==> config.mk <==
export PLATFORM = sky130hd
export DESIGN_NAME = date_set_ctrl
export DESIGN_NICKNAME = d
export VERILOG_FILES = /design/src/rtl/date_set_ctrl.sv
export SDC_FILE = /design/constraint.sdc
export NUM_CORES = 1
export LEC_CHECK = 0
export CAP_MARGIN = 25
export CORE_ASPECT_RATIO = 0.75
export CORE_UTILIZATION = 60
export DETAILED_ROUTE_END_ITERATION = 10
export PLACE_DENSITY = 0.82
export SYNTH_ARGS = -nofsm -noshare
export SYNTH_HDL_FRONTEND = slang
export SYNTH_SLANG_ARGS = --single-unit
==> constraint.sdc <==
create_clock -name clk -period 4.8 [get_ports clk]
set_input_delay 0.72 -clock clk [delete_from_list [all_inputs] [get_ports clk]]
set_output_delay 0.72 -clock clk [all_outputs]
set_load 0.01 [all_outputs]
==> src/rtl/date_set_ctrl.sv <==
// Day-of-month (1..30) setting controller: captures the counter value, steps it with buttons, loads it back.
// Optional hold-to-repeat stepping is enabled by defining DATE_SET_AUTOREPEAT_EN.
module date_set_ctrl #(
    parameter int TIMEOUT      = 1000,
    parameter int BLINK_DIV    = 250,
    parameter int REPEAT_DELAY = 500,
    parameter int REPEAT_RATE  = 100
) (
    input  logic       clk,
    input  logic       clear,
    input  logic       set_btn,
    input  logic       up_btn,
    input  logic       down_btn,
    input  logic [4:0] databus_in,
    output logic       rd_en,
    output logic       load_out,
    output logic [4:0] data_out,
    output logic       editing,
    output logic       blink
);

    localparam int IDLE_W  = $clog2(TIMEOUT + 1);
    localparam int BLINK_W = $clog2(BLINK_DIV + 1);

    typedef enum logic [1:0] {
        S_IDLE,
        S_CAPTURE,
        S_EDIT,
        S_COMMIT
    } state_t;

    state_t              state_q, state_d;
    logic [4:0]          edit_val_q, edit_val_d;
    logic [IDLE_W-1:0]   idle_cnt_q, idle_cnt_d;
    logic [BLINK_W-1:0]  blink_cnt_q, blink_cnt_d;
    logic                blink_q, blink_d;

    // Bit order: 0 = set, 1 = up, 2 = down
    logic [2:0] btn_raw;
    logic [2:0] btn_lvl;
    logic [2:0] press_p;
    logic       rep_up, rep_dn;
    logic       step_up, step_dn;

    assign btn_raw = {down_btn, up_btn, set_btn};

    generate
        for (genvar gi = 0; gi < 3; gi++) begin : g_btn
            logic sync1_q, sync2_q, prev_q;
            always_ff @(posedge clk or posedge clear) begin
                if (clear) begin
                    sync1_q <= 1'b0;
                    sync2_q <= 1'b0;
                    prev_q  <= 1'b0;
                end else begin
                    sync1_q <= btn_raw[gi];
                    sync2_q <= sync1_q;
                    prev_q  <= sync2_q;
                end
            end
            assign btn_lvl[gi] = sync2_q;
            assign press_p[gi] = sync2_q & ~prev_q;
        end
    endgenerate

`ifdef DATE_SET_AUTOREPEAT_EN
    localparam int REP_W = $clog2(REPEAT_DELAY + 1);

    logic [REP_W-1:0] rep_cnt_q, rep_cnt_d;
    logic             rep_fire;

    // After the first repeat the counter is rewound so later repeats come every REPEAT_RATE cycles.
    always_comb begin
        rep_cnt_d = '0;
        rep_fire  = 1'b0;
        if (state_q == S_EDIT && (btn_lvl[1] ^ btn_lvl[2])) begin
            if (rep_cnt_q == REP_W'(REPEAT_DELAY)) begin
                rep_fire  = 1'b1;
                rep_cnt_d = REP_W'(REPEAT_DELAY - REPEAT_RATE + 1);
            end else begin
                rep_cnt_d = rep_cnt_q + 1'b1;
            end
        end
    end

    always_ff @(posedge clk or posedge clear) begin
        if (clear) rep_cnt_q <= '0;
        else       rep_cnt_q <= rep_cnt_d;
    end

    assign rep_up = rep_fire & btn_lvl[1];
    assign rep_dn = rep_fire & btn_lvl[2];
`else
    assign rep_up = 1'b0;
    assign rep_dn = 1'b0;

    // Repeat timing parameters have no effect in this build.
    if (REPEAT_DELAY < 0 || REPEAT_RATE < 0) begin : g_repeat_cfg_unused
    end
`endif

    assign step_up = press_p[1] | rep_up;
    assign step_dn = press_p[2] | rep_dn;

    always_comb begin
        state_d     = state_q;
        edit_val_d  = edit_val_q;
        idle_cnt_d  = '0;
        blink_cnt_d = '0;
        blink_d     = 1'b0;

        unique case (state_q)
            S_IDLE: begin
                if (press_p[0]) state_d = S_CAPTURE;
            end
            S_CAPTURE: begin
                state_d = S_EDIT;
                if (databus_in == 5'd0 || databus_in > 5'd30) edit_val_d = 5'd1;
                else                                          edit_val_d = databus_in;
            end
            S_EDIT: begin
                if (press_p[0]) begin
                    state_d = S_COMMIT;
                end else begin
                    if (!(step_up || step_dn)) begin
                        if (idle_cnt_q == IDLE_W'(TIMEOUT - 1)) state_d = S_IDLE;
                        else                                    idle_cnt_d = idle_cnt_q + 1'b1;
                    end
                    if (step_up && !step_dn)
                        edit_val_d = (edit_val_q == 5'd30) ? 5'd1 : edit_val_q + 5'd1;
                    else if (step_dn && !step_up)
                        edit_val_d = (edit_val_q == 5'd1) ? 5'd30 : edit_val_q - 5'd1;
                end
                if (state_d == S_EDIT) begin
                    if (blink_cnt_q == BLINK_W'(BLINK_DIV - 1)) begin
                        blink_d = ~blink_q;
                    end else begin
                        blink_cnt_d = blink_cnt_q + 1'b1;
                        blink_d     = blink_q;
                    end
                end
            end
            S_COMMIT: begin
                state_d = S_IDLE;
            end
            default: state_d = S_IDLE;
        endcase
    end

    always_ff @(posedge clk or posedge clear) begin
        if (clear) begin
            state_q     <= S_IDLE;
            edit_val_q  <= 5'd1;
            idle_cnt_q  <= '0;
            blink_cnt_q <= '0;
            blink_q     <= 1'b0;
        end else begin
            state_q     <= state_d;
            edit_val_q  <= edit_val_d;
            idle_cnt_q  <= idle_cnt_d;
            blink_cnt_q <= blink_cnt_d;
            blink_q     <= blink_d;
        end
    end

    assign rd_en    = (state_q == S_CAPTURE);
    assign load_out = (state_q == S_COMMIT);
    assign editing  = (state_q == S_CAPTURE) || (state_q == S_EDIT);
    assign data_out = edit_val_q;
    assign blink    = blink_q;

endmodule

## Yosys cells after proc, flatten, opt, wreduce, memory -nomap -nowiden

Index checks and enable logic that the tools add are counted.

- Register bits: 35
- Logic and storage cells: 72
- Output and inout port bits: 9
- Bits of input ports: 10

- Muxes and demuxes: 23
- Add/sub/neg operators: 4
- Bitwise logic cells: 7
- $lt $le $gt $ge: 1
- Equality and inequality tests: 12
- Reductions and logical operators: 11

Operator list:

| cell | count |
|---|---|
| $mux W10 | 4 |
| $mux W5 | 6 |
| $mux W8 | 3 |
| $add A10 B1 Y10 const B | 1 |
| $eq A10 B10 Y1 const B | 1 |
| $mux W2 | 5 |
| $pmux W5 S2 | 1 |
| $add A8 B1 Y8 const B | 1 |
| $eq A8 B8 Y1 const B | 1 |
| $pmux W2 S4 | 1 |
| $eq A2 B2 Y1 const B | 3 |
| $ne A3 B3 Y1 const B | 2 |
| $add A5 B1 Y5 const B | 1 |
| $eq A5 B1 Y1 const B | 1 |
| $eq A5 B5 Y1 const B | 1 |
| $gt A5 B5 Y1 const B | 1 |
| $logic_not A5 Y1 | 1 |
| $sub A5 B1 Y5 const B | 1 |
| $ne A2 B2 Y1 const B | 2 |
| $not A1 Y1 | 4 |
| $and A1 B1 Y1 | 3 |
| $logic_or A1 B1 Y1 | 3 |
| $mux W1 | 3 |
| $reduce_and A3 Y1 | 1 |
| other kinds (5) | 7 |

## Depth between registers and ports, before layout

Gate-level depths: netlist (run 1).

- Word-level depth: 9
- Mapped depth: 8
- Gate-level depth less buffers: 7

## Least setup slack after synthesis (run 1)

No wires, ideal clock.

- Path kind: reg-to-reg
- Start point: register edit_val_q[0] (netlist: data_out[0])
- End point: register edit_val_q[0] (netlist: data_out[0])
- Cell stages (with the launch flop): 6
- Buffers on the path: 0
- Arrival: 1.564 ns
- Period minus slack after synthesis: 1.661 ns
- Library setup time: 0.097 ns
- Required time: 4.703 ns
- Slack: 3.139 ns
- Cells stage by stage: dfstp_2 > ha_1 > or4b_4 > a21oi_1 > nand3b_1 > a31oi_1

- Word-level cells in the longest chain between the ends: 6
- Elaborated cells between the ends (all ways): 10
- Those cells by class: add/sub (2); eq/ne (2); mux (6)

Ends and longest elaborated chain:

| what | line | source |
|---|---|---|
| from (decl) | 33 | `logic [4:0] edit_val_q, edit_val_d;` |
| from (signal assigned) | 159 | `edit_val_q <= edit_val_d;` |
| $sub A5 B1 Y5 / $eq A5 B1 Y1 (equally long branches) | 132 | `edit_val_d = (edit_val_q == 5'd1) ? 5'd30 : edit_val_q - 5'd1;` |
| $mux W5 | 132 |  |
| $mux W5 | 131 | `else if (step_dn && !step_up)` |
| $mux W5 (*) | 129 | `if (step_up && !step_dn)` |
| $mux W5 (*) | 122 | `if (press_p[0]) begin` |
| $pmux W5 S2 (*) | 112 | `unique case (state_q)` |

Every way passes the cells marked *; elsewhere a longest branch is shown, timed or not. The select of a mux whose other input is x is not followed.
A chain may end at the register's enable or synchronous reset.

## Final worst setup path (run 1)

- Start point: register state_q[0]
- End point: output port editing

- Word-level cells in the longest chain between the ends: 2
- Elaborated cells between the ends (all ways): 3
- Those cells by class: eq/ne (2); reduce/logical (1)

Ends and longest elaborated chain:

| what | line | source |
|---|---|---|
| from (decl) | 32 | `state_t state_q, state_d;` |
| from (signal assigned) | 158 | `state_q <= state_d;` |
| $eq A2 B1 Y1 / $eq A2 B2 Y1 (equally long branches) | 168 | `assign editing = (state_q == S_CAPTURE) \|\| (state_q == S_EDIT);` |
| $logic_or A1 B1 Y1 (*) | 168 |  |
| to (decl) | 18 | `output logic editing,` |

Every way passes the cells marked *; elsewhere a longest branch is shown, timed or not.

==> results.md, run 1 <==
- Status: finished, final reports clean
- Commonest cells after routing, fill and taps aside: 34 x dfrtp_1, 27 x nor2_1, 18 x clkdlybuf4s50_1
- Critical Path AT: 1.75 ns
- Final Worst Setup Slack: 2.329 ns
- Final total negative setup slack: 0 ns
- Die Wd: 67.29 um
- Postcts setup bufs: 0
- Overall power: 0.001140 W
- Mapped Nets: 221
- Number of global-route vias before repair: 1409
- Top-area cell type share of the netlist area: 44.36%
- Share of cells above drive strength 1: 7.763%
- GPL Wtd Cong: 0.8843
- Crit path launch type: flop
- DIE AREA: 3429 um^2
- Cell count after synthesis: 197
- Dpl ws: 2.630 ns
- Pleak: 0.9333 nW
- Max FO, Critical Path: 5
- Post-route ant nets: 0
- Least-Margin Pin Slew: 0.5447 ns
- Seq/Total Area, Yosys: 45.73%
- Commonest non-fill, non-tap cell in the layout: dfrtp_1
- Final WL: 3945 um
- Crit path time final: 2.471 ns
- Count of input and output buffers: 18
- Setup CP Type: flop to output pin
- HPWL Detailed: 2832 um
- Netlist cell types: 40
- CTS Sinks: 35
- Die Y: 50.97 um
- Asr flop ratio synth: 100.0%
- Effective utilization at floorplan: 63.95%
- Diodes inserted: 0
- Cts bufs inserted: 5
- # DRC: 0
- FF+latch count, synth: 35
- Critical-path cell list: inv_1, ha_1, clkdlybuf4s50_1
- Post-CTS resize count: 0
- First-pass GRT wire length: 6423 um
- Clock skew: 0.005993 ns
- Power Density: 508.7 nW/um^2
- Req. time, crit path: 4.08 ns
- RSZ-0062 raised after global routing: false
- CP Capture Type: output pin
- Cts hold-fix bufs: 0
- Layout area overhead: 16.83%
- # setup viols final: 0
- GRT overflow: 0
- Pins Over Slew Limit: 0
- Ports: 19
- Worst vdd ir: 0.3856 mV
- 1st-iter DRT viols: 105
- Vias per Instance: 5.829
- Ys flop type: dfrtp_1
- Crit path largest cell delay: 0.56 ns
- Layout Nets: 242
- CTS tree: done
- Clk buf depth: 2
- Routed wire length per instance: 15.35 um
- Clock tree root buffer cell: clkbuf_8
- H-tree levels: 2
- Vias post-DR: 1498
- Crit-path slowest cell: clkdlybuf4s50_1
- EDFF count, synth: 0
- Hold Crit Class: flop to flop
- Mapped Area: 1918 um^2
- Cell Rows: 17
- Mapped Avg Cell Area: 9.736 um^2
- Initial antenna violation count: 0
- Gr usage total: 25.93%
- Hold violation count in the final report: 0
- Tcrit/Tclk final: 51.49%
- Yosys warning total: 0
- Worst slew margin: 63.69%
- Max-cap violation count: 0
- Worst skew pair latency: 0.29 ns
- 1st-pass router iterations: 4
- Core ar.: 2999 um^2
- Largest net degree at the start of global routing: 36
- Clk slew on worst S/H paths: 0.07 ns
- Area contributors post-synth: dfrtp_1 44%, ha_1 9.1%, xnor2_1 5.5%
- Dominant cell type by area after synthesis: dfrtp_1
- Fmax: 404.6 MHz
- Hold slack: 0.3671 ns
==> registers in the layout, indices dropped and copies added (netlist names) <==
signal,cells
idle_cnt_q,10
data_out,5
blink,1
state_q,2
blink_cnt_q,8
g_btn.prev_q,3
g_btn.sync1_q,3
g_btn.sync2_q,3
==> power breakdown <==
part | internal, W | total, W | switching (W)
Clock | 0.000168 | 0.000272 | 0.000104
Sequential | 0.000337 | 0.000413 | 0.0000753
Combinational | 0.000216 | 0.000456 | 0.000240
==> per-stage QoR <==
stage / area, um^2 / util (%) / std cells
after floorplan: 1918 / - / 197
after global placement: 2123 / 70.80 / 249
after detailed placement: 2123 / 70.80 / 249
after CTS: 2241 / 74.72 / 257
after global routing: 2241 / 74.72 / 257
final: 2241 / 74.72 / 257
==> area by class of cell <==
type / instances / area (um^2)
clock buffer: 6 / 82.58
clock inverter: 2 / 35.03
fill: 192 / 758.2
inverter: 12 / 45.04
multi-input combinational: 145 / 965.9
sequential: 35 / 877.1
tap: 38 / 47.55
timing repair buffer: 19 / 187.7
==> routing by layer <==
metal | track usage (%) | part of all wire (%)
met5 | 0 | 0
met4 | 7.801 | 0.79
met3 | 7.143 | 5.1
met2 | 40.67 | 50
met1 | 34.95 | 45
==> synth_stat cells, types with 2 or more instances <==
library cell	n
nand2b_1	5
and4b_1	2
a31oi_1	3
nand2_1	15
a31o_2	2
and2_1	2
xor2_1	4
nor3_1	5
o211ai_1	3
nand4b_1	2
xnor2_1	12
nand3b_1	2
nor4_1	2
o21ai_0	6
nor2_1	27
inv_1	12
nand3_1	11
and4_1	2
dfrtp_1	34
buf_2	3
nand4_1	7
ha_1	14
a21oi_1	5
==> cell families (layout without fill, tap and decap cells) <==
| group | count (synthesis) | in the layout | share of synthesized area, % |
|---|---|---|---|
| AOI/OAI and AO/OA | 27 | 27 | 9.981 |
| and+or+nand+nor | 87 | 87 | 23.42 |
| muxes | 1 | 1 | 0.5219 |
| adders and majority gates | 14 | 14 | 9.133 |
| buffers and inverters | 17 | 39 | 3.913 |
| xor gates and xnor gates | 16 | 16 | 7.306 |
| DFF | 35 | 35 | 45.73 |
==> worst max-delay path, delay by kind of cell (launching register included) <==
kind / cells / cell delay [ns]
flops: 1 / 0.41
fa+ha+maj: 1 / 0.37
buf+inv: 2 / 0.69
==> path summary, 6_finish.rpt <==
path / endpoint / slack [ns] / start / cells after the start
max: editing / 2.33 / state_q[0]$_DFFE_PP0P_ / 3
min: g_btn[2].sync2_q$_DFF_PP0_ / 0.37 / g_btn[2].sync1_q$_DFF_PP0_ / 0
max reg2reg: data_out[4]$_DFFE_PP0P_ / 2.82 / state_q[0]$_DFFE_PP0P_ / 5
min reg2reg: g_btn[2].sync2_q$_DFF_PP0_ / 0.37 / g_btn[2].sync1_q$_DFF_PP0_ / 0
max in group asynchronous: data_out[0]$_DFFE_PP1P_ / 3.63 / clear / 3
min in group asynchronous: g_btn[1].sync1_q$_DFF_PP0_ / 0.83 / clear / 3
No activity file was read; power rests on OpenSTA's default activity.
==> run 2, diff against run 1 <==
--- a/config.mk
+++ b/config.mk
@@ -7,9 +7,9 @@
 export LEC_CHECK = 0
 export CAP_MARGIN = 25
 export CORE_ASPECT_RATIO = 0.75
-export CORE_UTILIZATION = 60
+export CORE_UTILIZATION = 56
 export DETAILED_ROUTE_END_ITERATION = 10
-export PLACE_DENSITY = 0.82
+export PLACE_DENSITY = 0.78
 export SYNTH_ARGS = -nofsm -noshare
 export SYNTH_HDL_FRONTEND = slang
 export SYNTH_SLANG_ARGS = --single-unit
==> constraint.sdc (replaced) <==
create_clock -name clk -period 2.4 [get_ports clk]
set_input_delay 0.36 -clock clk [delete_from_list [all_inputs] [get_ports clk]]
set_output_delay 0.36 -clock clk [all_outputs]
set_load 0.01 [all_outputs]
==> run 2 against run 1 <==
Wire length shrank 2.7%. Clock power grew 46%. Clock-buffer cell count down 1. Worst hold slack got worse by 0.018 ns. Combinational power rose by 100%. Sequential cell count did not move. Global-route usage down 3.3 points. Largest cell class unchanged. Sequential share of layout area grew 0.55 points.
==> results.md, run 2 (synthesis results as in run 1) <==
- Final Worst Setup Slack: 0.2746 ns
- Worst slew margin: 63.98%
- Power Density: 972.3 nW/um^2
- Comb pwr share: 43.4%
- Commonest non-fill, non-tap cell in the layout: dfrtp_1
- Worst r2r dst: data_out[4]$_DFFE_PP0P_
- Register bank with the most flops: idle_cnt_q
- GRT overflow: 0
- Post-CTS resize count: 0
- Met1 GRT Util: 29.42%
- CTS tree: done
- R2R Setup Slk: 0.44 ns
- R2R cell count: 5
- Max FFs per register: 10
- Max-cap violation count: 0
- Internal power: 0.001308 W
- Flop pwr share: 38.1%
- Effective utilization at floorplan: 58.33%
- Fmax: 470.5 MHz
- Switching Fraction: 39.11%
- Grt met3 use: 6.346%
- 1st-pass router iterations: 4
- Crit path largest cell delay: 0.56 ns
- CTS Sinks: 35
- Hold Crit Class: flop to flop
- Least-Margin Pin Slew: 0.5403 ns
- Final total negative setup slack: 0 ns
- WHS Endpoint: g_btn[1].sync2_q$_DFF_PP0_
- Die Wd: 69.58 um
- HPWL Detailed: 2780 um
- Tcrit/Tclk final: 88.56%
- Worst vdd ir: 0.6647 mV
- Commonest cells after routing, fill and taps aside: 34 x dfrtp_1, 27 x nor2_1, 18 x clkdlybuf4s50_1
- Clock skew: 0.009730 ns
- Pins Over Slew Limit: 0
- Die Y: 52.69 um
- Buf+Inv Stages, Crit Path: 2
- H-tree levels: 2
- Critical Path AT: 1.77 ns
- CP top delay family: buffers and inverters
- # DRC: 0
- Vias post-DR: 1468
- Clk buf depth: 2
- Gr usage total: 22.66%
- Setup CP Type: flop to output pin
- Dpl ws: 0.5080 ns
- Largest net degree at the start of global routing: 36
- Post-route ant nets: 0
- Clk slew on worst S/H paths: 0.06 ns
- Net Sw Power: 0.0008403 W
- Postcts setup bufs: 0
- Layout area overhead: 15.20%
- Hold path depth: 0
- Pleak: 0.9198 nW
- Cts hold-fix bufs: 0
- Worst skew pair latency: 0.29 ns
- GR Util met2: 36.89%
- CP Capture Type: output pin
- 1st-iter DRT viols: 100
- Final WL: 3839 um
- Count of input and output buffers: 18
- GR peak layer: met2
- Layout Nets: 242
- Max FO, Critical Path: 5
- Cts bufs inserted: 5
- Ports: 19
- Crit path time final: 2.125 ns
- Clock tree root buffer cell: clkbuf_8
- Cell Rows: 18
- # setup viols final: 0
- Initial antenna violation count: 0
- Core ar.: 3288 um^2
- Hold violation count in the final report: 0
- Share of cells above drive strength 1: 7.763%
- Critical-path cell list: inv_1, ha_1, clkdlybuf4s50_1
- First-pass GRT wire length: 6168 um
- Req. time, crit path: 2.04 ns
- Min-Delay Startpoint: g_btn[1].sync1_q$_DFF_PP0_
- Number of global-route vias before repair: 1374
- RSZ-0062 raised after global routing: false
- Vias per Instance: 5.668
- Crit-path slowest cell: clkdlybuf4s50_1
- GPL Wtd Cong: 0.8588
- Critical R2R Launch: state_q[0]$_DFFE_PP0P_
- Diodes inserted: 0
- Status: finished, final reports clean
- Hold slack: 0.3493 ns
- Routed wire length per instance: 14.82 um
- Clock Power Share: 18.5%
- DIE AREA: 3666 um^2
- Final core occ: 67.20%
- Crit path launch type: flop
## run 2: layout make-up
type                            instances  area, um^2
Clock inverter                          3       15.01
Clock buffer                            5       68.82
Multi-Input combinational cell        145       965.9
Sequential cell                        35       877.1
Fill cell                             253        1079
Tap cell                               40       50.05
Inverter                               12       45.04
Timing Repair Buffer                   19       187.7
## run 2: per-stage QoR
| stage | instances | cell area [um^2] | power (W) |
|---|---|---|---|
| global route | 259 | 2210 | 0.002280 |
| CTS | 259 | 2210 | 0.002148 |
| detailed placement | 251 | 2126 | 0.001740 |
| floorplan | 197 | 1918 | 0.001428 |
| finish | 259 | 2210 | 0.002148 |
| global placement | 251 | 2126 | 0.001676 |
## run 2: routing by layer
layer | share of wire [%] | wire [um] | vias to the layer above
met2 | 45 | 1744 | 35
met4 | 1.5 | 58 | 0
li1 | - | - | 723
met3 | 3.9 | 151 | 7
met1 | 49 | 1885 | 703
met5 | 0 | 0 | -
## run 2: how the worst max path moves through the flow
stage                       startpoint                 endpoint  cells after the start
4_1_cts         state_q[0]$_DFFE_PP0P_                  editing                      3
3_5_place_dp    state_q[0]$_DFFE_PP0P_  data_out[4]$_DFFE_PP0P_                      5
3_3_place_gp    state_q[0]$_DFFE_PP0P_  data_out[4]$_DFFE_PP0P_                      5
2_1_floorplan  data_out[0]$_DFFE_PP1P_  data_out[0]$_DFFE_PP1P_                      5
5_1_grt         state_q[0]$_DFFE_PP0P_                  editing                      3
6_report        state_q[0]$_DFFE_PP0P_                  editing                      3
## run 2: power groups by stage
stage / logic, W / registers (W) / clock network [W]
2_1_floorplan: 0.000644 / 0.000783 / 0
3_3_place_gp: 0.000864 / 0.000812 / 0
3_5_place_dp: 0.000914 / 0.000825 / 0
4_1_cts: 0.000920 / 0.000816 / 0.000412
5_1_grt: 0.00101 / 0.000836 / 0.000439
6_report: 0.000932 / 0.000819 / 0.000397
==> run 3, diff against run 2 <==
--- a/config.mk
+++ b/config.mk
@@ -7,9 +7,10 @@
 export LEC_CHECK = 0
 export CAP_MARGIN = 25
 export CORE_ASPECT_RATIO = 0.75
-export CORE_UTILIZATION = 56
+export CORE_UTILIZATION = 59
+export CTS_BUF_LIST = sky130_fd_sc_hd__clkbuf_2
 export DETAILED_ROUTE_END_ITERATION = 10
-export PLACE_DENSITY = 0.78
+export PLACE_DENSITY = 0.81
 export SYNTH_ARGS = -nofsm -noshare
 export SYNTH_HDL_FRONTEND = slang
 export SYNTH_SLANG_ARGS = --single-unit
==> run 3 against run 2 <==
Die area decreased by 4.9%. Clock skew grew 0.0013 ns. Utilization increased by 4.4 points. Global-route usage grew 1.8 points. Cell area down 2.1%. Sequential power about the same. Critical path depth unchanged. Fmax fell by 7.3%. Setup slack worse by 0.17 ns. Non-clock buffer count is the same.
==> results.md, run 3 (synthesis results as in run 1) <==
- Status: finished, final reports clean
- Clock skew: 0.01108 ns
- Count of input and output buffers: 18
- Critical R2R Launch: state_q[0]$_DFFE_PP0P_
- First-pass GRT wire length: 6099 um
- Clk buf depth: 2
- Initial antenna violation count: 0
- Final Worst Setup Slack: 0.1081 ns
- Worst skew pair latency: 0.37 ns
- Tcrit/Tclk final: 95.50%
- GRT overflow: 0
- Core ar.: 3020 um^2
- Vias per Instance: 5.759
- Flop pwr share: 40.6%
- Comb pwr share: 45.5%
- Gr usage total: 24.46%
- Final total negative setup slack: 0 ns
- Clk slew on worst S/H paths: 0.18 ns
- Final WL: 3730 um
- RSZ-0062 raised after global routing: false
- Share of cells above drive strength 1: 7.763%
- Effective utilization at floorplan: 63.50%
- CTS tree: done
- Clock tree root buffer cell: clkbuf_2
- Vias post-DR: 1480
- Critical path origin: state_q[0]$_DFFE_PP0P_
- Diodes inserted: 0
- Non-Filler Instances: 257
- Commonest non-fill, non-tap cell in the layout: dfrtp_1
- Largest net degree at the start of global routing: 36
- Crit path largest cell delay: 0.57 ns
- Least-Margin Pin Slew: 0.4971 ns
- Pleak: 0.9051 nW
- GPL Wtd Cong: 0.8042
- DIE AREA: 3486 um^2
- Critical Path AT: 1.93 ns
- Setup CP Type: flop to output pin
- Switching Fraction: 41.09%
- CTS Sinks: 35
- CP top delay family: buffers and inverters
- H-tree levels: 2
- Layout area overhead: 12.79%
- Fillers: 225
- Post-route ant nets: 0
- Net Sw Power: 0.0008281 W
- Req. time, crit path: 2.04 ns
- Buf+Inv Stages, Crit Path: 2
- HPWL Detailed: 2728 um
- Crit path time final: 2.292 ns
- Fmax: 436.3 MHz
- Die Y: 51.38 um
- Area occupied by multi-input gates: 965.9 um^2
- 1st-iter DRT viols: 53
- Hold Crit Class: input pin to async pin
- Max-cap violation count: 0
- Critical-path cell list: inv_1, ha_1, clkdlybuf4s50_1
- Worst vdd ir: 0.6668 mV
- Max FFs per register: 10
- Cts bufs inserted: 5
- Crit-path slowest cell: clkdlybuf4s50_1
- Cts hold-fix bufs: 0
- Total area of sequential cells: 877.1 um^2
- Ports: 19
- Cell Rows: 17
- Die Wd: 67.84 um
- Max FO, Critical Path: 5
- Postcts setup bufs: 0
- Internal power: 0.001187 W
- Number of global-route vias before repair: 1408
- Placed Cells: 249
- Hold violation count in the final report: 0
- 1st-pass router iterations: 4
- # DRC: 0
- Worst slew margin: 66.86%
- Layout Nets: 242
- Routed wire length per instance: 14.51 um
- Register bank with the most flops: idle_cnt_q
- # setup viols final: 0
- Power Density: 931.6 nW/um^2
- Pins Over Slew Limit: 0
- Commonest cells after routing, fill and taps aside: 34 x dfrtp_1, 27 x nor2_1, 18 x clkdlybuf4s50_1
- Post-CTS resize count: 0
- Crit path launch type: flop
- Clock Power Share: 13.9%
- Final core occ: 71.62%
- CP Capture Type: output pin
- Dpl ws: 0.5337 ns
==> run 3: changes by cell type in the layout (fill, tap and decap cells not counted) <==
cell | previous run | this run
clkbuf_2 | 0 | 7
clkbuf_8 | 5 | 0
clkinv_2 | 3 | 1
==> run 3: worst reg2reg max path: cells and delay by family (launching register included) <==
| family | cells | cell delay, ns |
|---|---|---|
| AO/OA/AOI/OAI | 3 | 0.78 |
| adder cells (fa/ha/maj) | 1 | 0.40 |
| buffers and inverters | 2 | 0.22 |
| flip-flops | 1 | 0.46 |
==> run 3: area by class of cell <==
type	count	share of cell area [%]
multi-input cells	145	44.65
clock inverters	1	0.2313
repair buffers	19	8.676
inverters	12	2.082
well taps	38	2.198
flip-flops and latches	35	40.54
clock buffers	7	1.619
==> run 3: per-stage QoR <==
step | hold slack, ns | power (W) | cell area, um^2
after floorplan | 0.3312 | 0.001428 | 1918
after global placement | 0.3380 | 0.001685 | 2123
after detailed placement | 0.3413 | 0.001727 | 2123
after CTS | 0.3599 | 0.002007 | 2163
after global routing | 0.3660 | 0.002136 | 2163
final | 0.3611 | 0.002015 | 2163
==> run 3: worst paths after layout <==
path | to | slack [ns] | cells past startpoint
min in group clk | g_btn[0].sync2_q$_DFF_PP0_ | 0.37 | 0
worst max register to register | data_out[4]$_DFFE_PP0P_ | 0.46 | 6
worst max-delay path | editing | 0.11 | 3
worst min register to register | g_btn[0].sync2_q$_DFF_PP0_ | 0.37 | 0
max in group asynchronous | data_out[0]$_DFFE_PP1P_ | 1.71 | 3
worst min-delay path | idle_cnt_q[4]$_DFF_PP0_ | 0.36 | 3
==> run 3: power groups by stage <==
stage	combinational (W)	sequential [W]	clock [W]
final	0.000917	0.000819	0.000279
after floorplan	0.000644	0.000783	0
after global routing	0.000996	0.000830	0.000310
after global placement	0.000869	0.000816	0
after detailed placement	0.000904	0.000823	0
after CTS	0.000909	0.000813	0.000286
==> run 3: layer usage <==
metal	vias up	global-route usage (%)	part of all wire, %
li1	725	-	-
met1	714	32.31	50
met2	36	38.78	45
met3	5	6.250	3.9
met4	0	8.681	1.1
met5	-	0	0
